===== config.mk =====
export PLATFORM = sky130hd
export DESIGN_NAME = apb_reg_slave
export DESIGN_NICKNAME = d
export VERILOG_FILES = /design/src/rtl/apb_reg_slave.sv
export SDC_FILE = /design/constraint.sdc
export NUM_CORES = 1
export LEC_CHECK = 0
export ABC_CLOCK_PERIOD_IN_PS = 9380
export BUFFER_PORTS_ARGS = -buffer_cell sky130_fd_sc_hd__buf_2
export CAP_MARGIN = 20
export CORE_ASPECT_RATIO = 0.7
export CORE_MARGIN = 2
export CORE_UTILIZATION = 59
export CTS_CLUSTER_SIZE = 20
export DETAILED_ROUTE_END_ITERATION = 10
export PLACE_DENSITY = 0.8
export RECOVER_POWER = 25
export SLEW_MARGIN = 0
export SYNTH_ARGS = -nofsm -noshare
export SYNTH_HDL_FRONTEND = slang
export SYNTH_SLANG_ARGS = --single-unit

===== constraint.sdc =====
create_clock -name PCLK -period 9.38 [get_ports PCLK]
set_clock_uncertainty 0.15 [all_clocks]
set_input_delay 0.938 -clock PCLK [delete_from_list [all_inputs] [get_ports PCLK]]
set_output_delay 0.938 -clock PCLK [all_outputs]
set_load 0.005 [all_outputs]

===== src/rtl/apb_reg_slave.sv =====
// apb_reg_slave: APB completer with a small word register file.
//   IDX 0..NUM_REG-3 : read/write scratch (register 0 is driven out on CTRL)
//   IDX NUM_REG-2    : read-only identification word ID_VALUE
//   IDX NUM_REG-1    : read-only count of completed transfers (XCNT)
// Each transfer inserts WAIT_CYCLES wait states. Request fields are captured
// in the setup phase, so changes during ACCESS are ignored.
// Optional build macro APB_SLV_PSTRB_EN adds the PSTRB port and byte-lane
// write enables. Without it, every write updates all four bytes.
module apb_reg_slave #(
  parameter int          WIDTH_PAD   = 32,
  parameter int          WIDTH_PDA   = 32,
  parameter int          NUM_REG     = 8,
  parameter int          ADDR_LENGTH = 12,
  parameter int          WAIT_CYCLES = 1,
  parameter logic [31:0] ID_VALUE    = 32'hA5B0_0001
) (
  input  logic                   PCLK,
  input  logic                   PRESET,
  input  logic                   PSEL,
  input  logic                   PENABLE,
  input  logic                   PWRITE,
  input  logic [WIDTH_PAD-1:0]   PADDR,
  input  logic [WIDTH_PDA-1:0]   PWDATA,
`ifdef APB_SLV_PSTRB_EN
  input  logic [WIDTH_PDA/8-1:0] PSTRB,
`endif
  output logic [WIDTH_PDA-1:0]   PRDATA,
  output logic                   PREADY,
  output logic                   PSLVERR,
  output logic [31:0]            CTRL
);

  localparam int NB = WIDTH_PDA / 8;

  typedef enum logic {IDLE, ACCESS} state_t;

  state_t                         state, state_nxt;
  logic [3:0]                     wcnt, wcnt_nxt;
  logic [ADDR_LENGTH-1:0]         addr_q;
  logic                           wr_q;
  logic [WIDTH_PDA-1:0]           wdata_q;
  logic [NB-1:0]                  strb_q;
  logic [WIDTH_PDA-1:0]           wmask;
  logic [NUM_REG-3:0][WIDTH_PDA-1:0] scratch;
  logic [31:0]                    xcnt;
  logic [31:0]                    idx;
  logic [WIDTH_PDA-1:0]           rdata;
  logic                           setup, done, err, we;

  // Upper address bits are qualified by the interconnect through PSEL.
  logic unused_addr;
  assign unused_addr = ^PADDR;

  assign setup = (state == IDLE) && PSEL && !PENABLE;
  assign done  = (state == ACCESS) && PSEL && (wcnt == 4'd0);
  assign idx   = 32'(addr_q[ADDR_LENGTH-1:2]);
  assign err   = (idx >= 32'(NUM_REG)) || (addr_q[1:0] != 2'b00) ||
                 (wr_q && (idx >= 32'(NUM_REG - 2)));
  assign we    = done && wr_q && !err;

  // State and wait-counter register.
  always_ff @(posedge PCLK or posedge PRESET) begin
    if (PRESET) begin
      state <= IDLE;
      wcnt  <= 4'd0;
    end else begin
      state <= state_nxt;
      wcnt  <= wcnt_nxt;
    end
  end

  // Next state: dropping PSEL in ACCESS abandons the transfer.
  always_comb begin
    state_nxt = state;
    wcnt_nxt  = wcnt;
    case (state)
      IDLE: begin
        if (setup) begin
          state_nxt = ACCESS;
          wcnt_nxt  = 4'(WAIT_CYCLES);
        end
      end
      ACCESS: begin
        if (!PSEL) begin
          state_nxt = IDLE;
          wcnt_nxt  = 4'd0;
        end else if (wcnt == 4'd0) begin
          state_nxt = IDLE;
        end else begin
          wcnt_nxt = wcnt - 4'd1;
        end
      end
      default: begin
        state_nxt = IDLE;
        wcnt_nxt  = 4'd0;
      end
    endcase
  end

  // Capture the request in the setup phase.
  always_ff @(posedge PCLK or posedge PRESET) begin
    if (PRESET) begin
      addr_q  <= '0;
      wr_q    <= 1'b0;
      wdata_q <= '0;
    end else if (setup) begin
      addr_q  <= PADDR[ADDR_LENGTH-1:0];
      wr_q    <= PWRITE;
      wdata_q <= PWDATA;
    end
  end

`ifdef APB_SLV_PSTRB_EN
  // Byte strobes travel with the rest of the request.
  always_ff @(posedge PCLK or posedge PRESET) begin
    if (PRESET)     strb_q <= '0;
    else if (setup) strb_q <= PSTRB;
  end
`else
  assign strb_q = '1;
`endif

  // Expand byte strobes into a bit mask.
  always_comb begin
    wmask = '0;
    for (int b = 0; b < NB; b++) wmask[8*b +: 8] = {8{strb_q[b]}};
  end

  // Scratch registers update on the edge that ends the completion cycle.
  always_ff @(posedge PCLK or posedge PRESET) begin
    if (PRESET) begin
      scratch <= '0;
    end else if (we) begin
      for (int i = 0; i < NUM_REG - 2; i++)
        if (idx == 32'(i)) scratch[i] <= (scratch[i] & ~wmask) | (wdata_q & wmask);
    end
  end

  // Transfer counter: every completed transfer, errored or not; wraps.
  always_ff @(posedge PCLK or posedge PRESET) begin
    if (PRESET)    xcnt <= 32'd0;
    else if (done) xcnt <= xcnt + 32'd1;
  end

  // Read mux; errored accesses read as zero.
  always_comb begin
    rdata = '0;
    if (!err) begin
      if (idx == 32'(NUM_REG - 2))      rdata = ID_VALUE;
      else if (idx == 32'(NUM_REG - 1)) rdata = xcnt;
      else begin
        for (int i = 0; i < NUM_REG - 2; i++)
          if (idx == 32'(i)) rdata = scratch[i];
      end
    end
  end

  // Responses are only non-zero in the completion cycle.
  assign PREADY  = done;
  assign PSLVERR = done && err;
  assign PRDATA  = (done && !wr_q) ? rdata : '0;
  assign CTRL    = scratch[0];

endmodule


Word-level counts from Yosys, hierarchy flattened
Index checks and enable logic that the tools add are counted.

$add $sub $neg: 2. $mul: 0. Div/mod/pow operators: 0. Magnitude comparators: 2. Equality and inequality tests: 9. Shift operators: 0. Mux-type cells: 18. Bitwise logic cells: 1. Reduce and logical (&&, ||, !) cells: 24.

Operators with widths (count): $mux 32 (10); $eq 10x3->1 const B (4); $add 32x1->32 const B (1); $logic_not 32->1 (1); $eq 10x2->1 const B (2); $reduce_and 2->1 (7); $mux 4 (3); $eq 10x1->1 const B (1); $ge 10x3->1 const B (1); $ge 10x4->1 const B (1); $logic_and 1x1->1 (9); $pmux 4 s2 (1); $logic_not 4->1 (1); $sub 4x1->4 const B (1); $logic_not 1->1 (3); $mux 1 (3); $ne 3x3->1 const B (1); $logic_or 1x1->1 (2); $ne 2x2->1 const B (1); $pmux 1 s2 (1); $reduce_bool 2->1 (1); $not 1->1 (1).

Bits in registers: 274. Bits in latches: 0. RAM bits: 0. Bits in read-only memories: 0. Output and inout bits: 66. Word-level logic and storage cells: 68. Memories kept: 0.

Longest topological paths before layout
Depth in word-level cells: 11. Mapped depth: 8. Gate-level depth less buffers: 7.

Least setup slack after synthesis
OpenSTA, ideal clock, no wires.

Kind: input -> output. Start: in PSEL. End: out PRDATA[10]. Data arrival time: 2144 ps. Data required time: 8292 ps. Slack: 6148 ps. Stages on the path: 6. Cell sequence: and2_1 > nand2_2 > or4b_1 > clkbuf_1 > buf_6 > o22ai_1.

Word-level cells in the longest chain between the ends: 4.

Ends and longest elaborated chain: start, declared (line 19) `input logic PSEL,`; $logic_and 1x1->1 (2 in series) (line 55) `assign done = (state == ACCESS) && PSEL && (wcnt == 4'd0);`; $logic_and 1x1->1 (line 161) `assign PRDATA = (done && !wr_q) ? rdata : '0;`; $mux 32 (line 161); end, declared (line 27) `output logic [WIDTH_PDA-1:0] PRDATA,`.

Every way passes these cells.

==> results by group <==
Floorplan
  • Die Y: 129 um
  • Core Area: ~22,000 um2
  • Die area: approximately 23,000 um2
  • Num rows: 45
  • Initial core utilization: 0.602
  • DIE WIDTH: approximately 180 um
  • # IOs: approximately 140

Cells and area
  • Layout Nets: about 1,200
  • Share of layout cells above drive strength 1: 0.373
  • Synth-to-layout area growth: 10.3%
  • Cell area after layout: 14,400 um2
  • Antenna Cells: 0

Placed design
  • GPL Wtd Cong: roughly 0.76
  • DP Wirelength: 18.1 mm
  • Placed Area: around 14,000 um2
  • Input/output buffers: ~110

Detailed routing
  • Initial DRC Count: between 600 and 700
  • Routed WL per cell: 20.7 um
  • DR vias: ~8,600
  • First-pass DRT Iterations: 5
  • Residual DRC count: 0
  • Routed Antenna Nets: 0
  • Vias/cell: about 6.1
  • Routed WL: 29.3 mm

CTS
  • Clk pin slew, worst setup/hold paths: 60 ps
  • Num CTS Buffers: 27
  • Clock buffer depth: 3
  • CTS Sinks: about 270
  • Clk_lat worst skew: 540 ps
  • CTS tree: built
  • CTS Root Cell: clkbuf_16
  • Cts repair resizes: 0
  • Postcts setup bufs: 0
  • Hold buffers post-CTS: 0
  • H-Tree Level Count: 1

Logic synthesis
  • Mean Syn Cell Area: 12.4 um2
  • Post-synthesis cell type count: between 40 and 50
  • Flops & latches, synth: between 200 and 300
  • Largest area contributor in the netlist: dfrtp_1
  • Asr flop ratio synth: 1.00
  • Net count after synthesis: between 1,000 and 1,500
  • Count leader, synth: dfrtp_1
  • Post-synth EDFFs: 0
  • Top-area cell type share of the netlist area: 0.524
  • Post-synthesis sequential area ratio: 0.524
  • Dominant synthesized flop cell: dfrtp_1
  • Total number of yosys warnings: 0
  • Mapped Cells: around 1,100
  • Synth cell count leaders: dfrtp_1, mux2_2, o21ai_0, clkbuf_1, buf_4
  • Synthesized area: ~13,000 um2
  • Top post-synthesis cells by area: dfrtp_1, mux2_2, o21ai_0

STA
  • Final worst-path cycle share: 0.591
  • Slew headroom: -2.20
  • Post-route minimum period: around 5500 ps
  • Worst Tran Pin Value: approximately 4800 ps
  • RSZ-0062 raised after global routing: no
  • Final setup viols: 0
  • Setup TNS: 0 ps
  • FMAX: 180 MHz
  • Max Slew Vio Count: between 150 and 200
  • Final Hold Viols: 0

Hold path
  • Hold endpoint: scratch[49]
  • Worst min path class: flip-flop to flip-flop
  • WHS Path Cells: 1
  • Hold_sp: scratch[49]

Critical path
  • Critical path's slowest cell: clkinvlp_2
  • Crit Path Class: primary input to async pin
  • CP top delay family: buffers and inverters
  • WP data required: around 9400 ps
  • Delay of the slowest critical-path stage: 2660 ps
  • Worst R2R Start: addr_q[3]
  • Capture point of the worst reg-to-reg path: scratch[79]
  • Crit-path cells: buf_2, clkinvlp_2, clkbuf_1
  • Worst Path Buf+Inv: 3
  • Worst reg-to-reg setup slack: 5780 ps
  • Crit path DAT: 5560 ps
  • Crit start category: primary input
  • CP endpoint kind: async pin
  • Worst Path Max Fanout: ~110
  • Reg2reg path depth: 4

Power and ir drop
  • Worst vdd rail ir drop: approximately 0.00015 V
  • Pwr dens: between 150 and 200 nW/um2
  • Total power draw: about 2900 uW
  • Pleak: 0.00704 uW

GRT
  • Largest net degree at the start of global routing: ~110
  • Total track usage: 0.257
  • Total gr overflow: 0
  • Global-route wire length before repair: 47.5 mm
  • Initial antenna violation count: 1
  • Vias in the first global route: approximately 8,700

Status
  • Status: finished, violations left
  • Failing checks: max-capacitance violations, max-slew violations

Run
  • Max Cap Viol: 2
[worst max-delay path by stage]
| stage | endpoint | start | cells after the start |
|---|---|---|---|
| 3_5_place_dp | PRDATA[0] | PSEL | 7 |
| 3_3_place_gp | PRDATA[0] | PSEL | 7 |
| 5_1_grt | CTRL[14] | PRESET | 3 |
| 4_1_cts | PRDATA[0] | wcnt[0] | 8 |
| 6_report | wdata_q[19] | PRESET | 3 |
| 2_1_floorplan | CTRL[0] | PRESET | 1 |
[logic make-up after synthesis]
logic type	synth area share
flops	0.524
xor+xnor	0.0207
fa+ha+maj	0.00191
mux	0.245
simple gates	0.0726
buf+inv	0.0582
compound gates	0.0783
[area by class of cell]
class                           count  area [um2]
Fill cell                        1662        7290
Tap cell                          282         353
Sequential cell                   274        6860
Inverter                           35         133
Clock inverter                     11         113
Multi-Input combinational cell    642        5470
Clock buffer                       37         753
Timing Repair Buffer              133         763
[report_power, final]
group	internal, uW	switching (uW)
registers	1250	122
clock network	616	453
logic	174	241
[worst reg2reg max path: cells and delay by family (launching register included)]
family,cells,cell delay [ps]
buf+inv,2,1310
simple gates,1,940
flops,1,730
mux,1,350
[through the flow]
| step | setup slack [ps] | std cells | utilization | hold WS (ps) |
|---|---|---|---|---|
| after CTS | 4640 | 1409 | 0.662 | 339 |
| after global routing | 2830 | 1414 | 0.665 | 345 |
| after detailed placement | 5200 | 1361 | 0.623 | 327 |
| after global placement | 5200 | 1360 | 0.622 | 315 |
| final | 3840 | 1414 | 0.665 | 339 |
| after floorplan | 740 | 1058 | - | 291 |
[flip-flops by register name, indices dropped and copies added, names as in the netlist]
register,cells
CTRL,32
addr_q,12
scratch,160
state,1
wcnt,4
wdata_q,32
wr_q,1
xcnt,32
[routing by layer]
| layer | track usage | vias up | wire (um) |
|---|---|---|---|
| li1 | - | 3891 | - |
| met1 | 0.384 | 4402 | 13900 |
| met2 | 0.403 | 264 | 13000 |
| met3 | 0.0436 | 43 | 1770 |
| met4 | 0.0536 | 2 | 531 |
| met5 | 0 | - | 16 |
[layout by cell type, fill, tap and decap left out, types with 4 or more instances in the layout]
master,count
clkbuf_1,8
nand3_1,9
nand2b_1,9
a21oi_1,12
mux2i_1,32
mux2_1,13
and4_1,5
nor4_1,9
dfrtp_1,271
clkbuf_16,27
inv_1,34
o21ai_0,69
clkinv_2,7
nand4_1,9
nand2_1,29
clkbuf_8,4
mux4_2,9
buf_2,113
xnor2_1,11
buf_8,4
nor2b_1,25
o22ai_1,26
xor2_1,20
nor2_1,35
nor3_1,11
mux2_2,225
buf_4,12
o2111ai_1,23
o211ai_1,31
No activity file was read; power rests on OpenSTA's default activity.
